### config.mk
export PLATFORM = sky130hd
export DESIGN_NAME = tensor_operand_server
export DESIGN_NICKNAME = d
export VERILOG_FILES = /design/src/rtl/tensor_operand_server.sv
export SDC_FILE = /design/constraint.sdc
export NUM_CORES = 1
export LEC_CHECK = 0
export CAP_MARGIN = 30
export CORE_AREA = 3 3 313 377
export CTS_CLUSTER_SIZE = 28
export DETAILED_ROUTE_END_ITERATION = 8
export DIE_AREA = 0 0 316 380
export DONT_BUFFER_PORTS = 1
export PLACE_DENSITY_LB_ADDON = 0.15
export SETUP_SLACK_MARGIN = 0.3
export SKIP_CTS_REPAIR_TIMING = 1
export SYNTH_ARGS = -nofsm -noshare
export SYNTH_HDL_FRONTEND = slang
export SYNTH_SLANG_ARGS = --single-unit
### constraint.sdc
create_clock -name clk -period 3.8 [get_ports clk]
set_clock_uncertainty 0.05 [all_clocks]
set_input_delay 0.76 -clock clk [delete_from_list [all_inputs] [get_ports clk]]
set_output_delay 0.76 -clock clk [all_outputs]
set_load 0.005 [all_outputs]
### src/rtl/tensor_operand_server.sv
// rtl/tensor_operand_server.sv - operand register file answering matmul engine reads, loaded by host bursts
module tensor_operand_server #(
  parameter int DATA1_LEN_BITS = 2,
  parameter int DATA2_ROW_BITS = 2,
  parameter int DATA2_COL_BITS = 4
) (
  input  logic                      clk,
  input  logic                      rst_n,
  input  logic                      lock,
  input  logic                      load_start,
  input  logic                      load_target,
  input  logic                      load_valid,
  input  logic [15:0]               load_data,
  output logic                      load_ready,
  output logic                      load_done,
  output logic                      err_locked,
  input  logic [DATA1_LEN_BITS-1:0] sel_vec,
  input  logic [DATA2_ROW_BITS-1:0] sel_row,
  input  logic [DATA2_COL_BITS-1:0] sel_col,
  output logic [15:0]               data1,
  output logic [15:0]               data2
);

  localparam int VEC_N = 1 << DATA1_LEN_BITS;
  localparam int MAT_W = DATA2_ROW_BITS + DATA2_COL_BITS;
  localparam int MAT_N = 1 << MAT_W;
  localparam int CNT_W = (DATA1_LEN_BITS > MAT_W) ? DATA1_LEN_BITS : MAT_W;
  localparam logic [CNT_W-1:0] VEC_LAST = CNT_W'(VEC_N - 1);
  localparam logic [CNT_W-1:0] MAT_LAST = CNT_W'(MAT_N - 1);

  typedef enum logic [1:0] {IDLE, LOAD_VEC, LOAD_MAT, DONE} state_t;

  state_t             state, state_n;
  logic [CNT_W-1:0]   cnt, cnt_n;
  logic               err_n;
  logic               wr_vec, wr_mat;
  logic [15:0]        vec [VEC_N];
  logic [15:0]        mat [MAT_N];

  // The LOAD state itself records the latched load_target.
  always_comb begin
    state_n    = state;
    cnt_n      = cnt;
    err_n      = 1'b0;
    load_ready = 1'b0;
    load_done  = 1'b0;
    wr_vec     = 1'b0;
    wr_mat     = 1'b0;
    case (state)
      IDLE: begin
        if (load_start) begin
          if (lock) begin
            err_n = 1'b1;
          end else begin
            cnt_n   = '0;
            state_n = load_target ? LOAD_MAT : LOAD_VEC;
          end
        end
      end
      LOAD_VEC: begin
        load_ready = !lock;
        err_n      = load_valid && lock;
        if (load_valid && !lock) begin
          wr_vec = 1'b1;
          if (cnt == VEC_LAST) begin
            cnt_n   = '0;
            state_n = DONE;
          end else begin
            cnt_n = cnt + 1'b1;
          end
        end
      end
      LOAD_MAT: begin
        load_ready = !lock;
        err_n      = load_valid && lock;
        if (load_valid && !lock) begin
          wr_mat = 1'b1;
          if (cnt == MAT_LAST) begin
            cnt_n   = '0;
            state_n = DONE;
          end else begin
            cnt_n = cnt + 1'b1;
          end
        end
      end
      DONE: begin
        load_done = 1'b1;
        state_n   = IDLE;
      end
      default: state_n = IDLE;
    endcase
  end

  // Nonblocking reads sample storage before this cycle's write lands.
  always_ff @(posedge clk or negedge rst_n) begin
    if (!rst_n) begin
      state      <= IDLE;
      cnt        <= '0;
      err_locked <= 1'b0;
      data1      <= '0;
      data2      <= '0;
      for (int i = 0; i < VEC_N; i++) vec[i] <= '0;
      for (int i = 0; i < MAT_N; i++) mat[i] <= '0;
    end else begin
      state      <= state_n;
      cnt        <= cnt_n;
      err_locked <= err_n;
      data1      <= vec[sel_vec];
      data2      <= mat[{sel_row, sel_col}];
      if (wr_vec) vec[cnt[DATA1_LEN_BITS-1:0]] <= load_data;
      if (wr_mat) mat[cnt[MAT_W-1:0]] <= load_data;
    end
  end

endmodule

==> flow_summary_export.csv <==
group,metric,value,unit
setup_path,worst-r2r-cell-count,6,
global_route,overflow,0,
floorplan,rows,136,
power_and_ir_drop,power.density,458,mW/mm^2
floorplan,core_area,0.115,mm^2
setup_path,r2r_slack,0.72,ns
final_layout,multiInputGateArea,0.0216,mm^2
global_route,antenna_found_initial,3,
flow_run,max_cap_viol_count,0,
synth,synth-edff-count,0,
synth,synthCells,3219,
synth,synth_nets,3258,
power_and_ir_drop,ir_drop,0.311,mV
setup_path,crit_chain,"inv_1, ha_1, nand3_1, or2_2, nor2_4, mux2_2",
run_status,status,"complete, no violations",
route,drtPass1Iterations,4,
timing,fmax,325,MHz
setup_path,crit_end,"mat[917]$_DFFE_PN0P_",
placed_design,dp.cells,4515,
clocking,cts_tree,"built",
floorplan,die_h,380,um
setup_path,worstReg2RegStart,"state[0]$_DFFE_PN0P_",
setup_path,critPathCaptureType,"flip-flop",
final_layout,finalInstanceArea,0.0563,mm^2
timing,tightest_slew,1.30,ns
power_and_ir_drop,leakagePower,0.0274,uW
floorplan,initial_core_util,0.449,
final_layout,fin_cells,4734,
global_route,grt_pass1_vias,31220,
clocking,clock_sinks,1129,
timing,relSlewSlack,0.136,
timing,finalSetupViolCount,0,
synth,ys_ff_latch,1129,
setup_path,worst-path-buf-inv,1,
setup_path,crit_path_start_kind,"flip-flop",
clocking,clk_pin_slew,0.06,ns
global_route,track_usage,0.222,
timing,hold_violations,0,
setup_path,path_depth,6,
final_layout,final_net_count,3160,
timing,drv_slew,0,
timing,rsz0062_at_grt,"false",
synth,async_flop_share,1.00,
setup_path,crit_required,4.31,ns
synth,synth.avg_cell_area,16.0,um^2
placed_design,dp_hpwl,75800,um
synth,netlist_area,0.0514,mm^2
placed_design,gp_congestion,0.790,
final_layout,final_common_cell,"dfrtp_1",
clocking,cts_buffer_depth,3,
synth,ys.flop_type,"dfrtp_1",
route,ant_nets,0,
timing,timing.final.crit_share,0.810,
clocking,cts_root_buf,"clkbuf_16",
final_layout,most-common-layout-cells,"dfrtp_1 (1129), mux2_2 (1093), mux4_2 (260)",
floorplan,ios,65,
worst_hold_path,worstHoldPathType,"in2async",
setup_path,crit_type,"reg2reg",
floorplan,die_w,316,um
synth,synth.distinct_cells,55,
clocking,h-tree-depth,3,
setup_path,critical_path.max_stage_delay,0.73,ns
final_layout,syn_to_final_growth,9.55,%
setup_path,crit_family,"simple AND/OR/NAND/NOR gates",
placed_design,dpl_cell_area,0.0524,mm^2
floorplan,fp.dieArea,0.120,mm^2
placed_design,io_buffer_count,0,
setup_path,cp_max_fo,16,
global_route,grt_pass1_wl,200000,um
timing,min_period,3.08,ns
route,drtIter0Drc,1694,
setup_path,slowest_stage,"or2_2",
global_route,grt_max_degree,259,
synth,ys_seq_area_frac,0.549,
route,vias_per_cell,5.88,
setup_path,rr_endpoint,"mat[917]$_DFFE_PN0P_",
final_layout,fillCellCount,9542,
synth,yosysWarnings,0,
final_layout,drive_above_1_share,0.529,
final_layout,register_area,0.0283,mm^2
clocking,cts_buffers,116,
route,via_count,27858,
route,drc,0,
route,wl_per_cell,27.8,um
route,routed_wl,132000,um
setup_path,cp-startpoint,"state[0]$_DFFE_PN0P_",
timing,holdWs,0.0363,ns
setup_path,worstPathArrival,3.59,ns
clocking,clk_latency,0.69,ns
==> flip-flops by register name (all words and copies together) (netlist names) <==
signal / cells
data1: 16
mat: 1024
data2: 16
vec: 64
state: 2
cnt: 6
err_locked: 1
==> stage by stage <==
step / setup WS, ns / power (uW) / setup TNS, ns / util
final: 0.722 / 25800 / 0 / 0.492
after global routing: 0.348 / 26800 / 0 / 0.492
after CTS: 0.149 / 26100 / 0 / 0.491
after detailed placement: -0.623 / 14700 / -137.94 / 0.457
after global placement: -0.386 / 14600 / -83.12 / 0.457
after floorplan: 1.30 / 14300 / 0 / -
==> final cells by class <==
type	instances	area share
Multi-Input combinational cell	1793	0.383
Antenna cell	2	0.0000889
Clock inverter	49	0.00795
Timing Repair Buffer	77	0.0134
Clock buffer	162	0.0596
Sequential cell	1129	0.502
Tap cell	1518	0.0337
Inverter	4	0.000267
==> worst register-to-register path, stage by stage (launching register included) <==
cell     delay [ns]
dfrtp_1        0.41
inv_1          0.13
ha_1           0.26
nand3_1        0.27
or2_2          0.73
nor2_4         0.69
mux2_2         0.41
==> power by group <==
| group | switching, uW | internal [uW] | leakage, uW |
|---|---|---|---|
| combinational | 828 | 860 | 0.00987 |
| sequential | 283 | 12500 | 0.0157 |
| clock | 4700 | 6610 | 0.00190 |
==> worst min-delay path by stage <==
| stage | start | endpoint | slack [ns] | depth (start not counted) |
|---|---|---|---|---|
| 6_report | rst_n | mat[1020]$_DFFE_PN0P_ | 0.04 | 1 |
| 5_1_grt | rst_n | mat[1004]$_DFFE_PN0P_ | 0.13 | 1 |
| 3_3_place_gp | rst_n | vec[56]$_DFFE_PN0P_ | 0.42 | 0 |
| 2_1_floorplan | rst_n | cnt[0]$_DFFE_PN0P_ | 0.41 | 0 |
| 4_1_cts | rst_n | vec[40]$_DFFE_PN0P_ | -0.35 | 0 |
| 3_5_place_dp | rst_n | vec[56]$_DFFE_PN0P_ | 0.42 | 0 |
==> Yosys cell counts, drive strengths merged (6+ instances only) <==
| library cell | instances | area [um^2] |
|---|---|---|
| a211oi | 13 | 97.6 |
| a21boi | 6 | 45.1 |
| a21oi | 38 | 190 |
| a22o | 13 | 114 |
| a22oi | 21 | 158 |
| a31oi | 9 | 56.3 |
| buf | 142 | 996 |
| clkbuf | 151 | 567 |
| dfrtp | 1129 | 28300 |
| ha | 9 | 113 |
| mux2 | 1101 | 12400 |
| mux2i | 98 | 981 |
| mux4 | 260 | 5860 |
| nand2 | 55 | 317 |
| nand2b | 6 | 37.5 |
| nand3 | 18 | 105 |
| nor2 | 41 | 335 |
| nor2b | 9 | 58.8 |
| nor3b | 6 | 60.1 |
| o21ai | 19 | 95.1 |
| o221ai | 13 | 114 |
| o22ai | 19 | 119 |
==> kinds of logic after synthesis <==
| family | count (synthesis) | synth area share |
|---|---|---|
| compound gates | 157 | 0.0207 |
| xor+xnor | 3 | 0.000511 |
| fa+ha+maj | 9 | 0.00219 |
| buf+inv | 297 | 0.0307 |
| flops | 1129 | 0.549 |
| mux | 1459 | 0.374 |
| simple gates | 165 | 0.0224 |
==> metal layers <==
metal,global-route usage,up-vias,part of all wire,routed length (um)
met5,0,-,0,0
met4,0.0760,0,0.032,4210
met3,0.0318,202,0.040,5280
met2,0.375,548,0.50,66300
met1,0.293,15337,0.43,56000
li1,-,11771,-,-
Power figures use the tool's default switching activity.
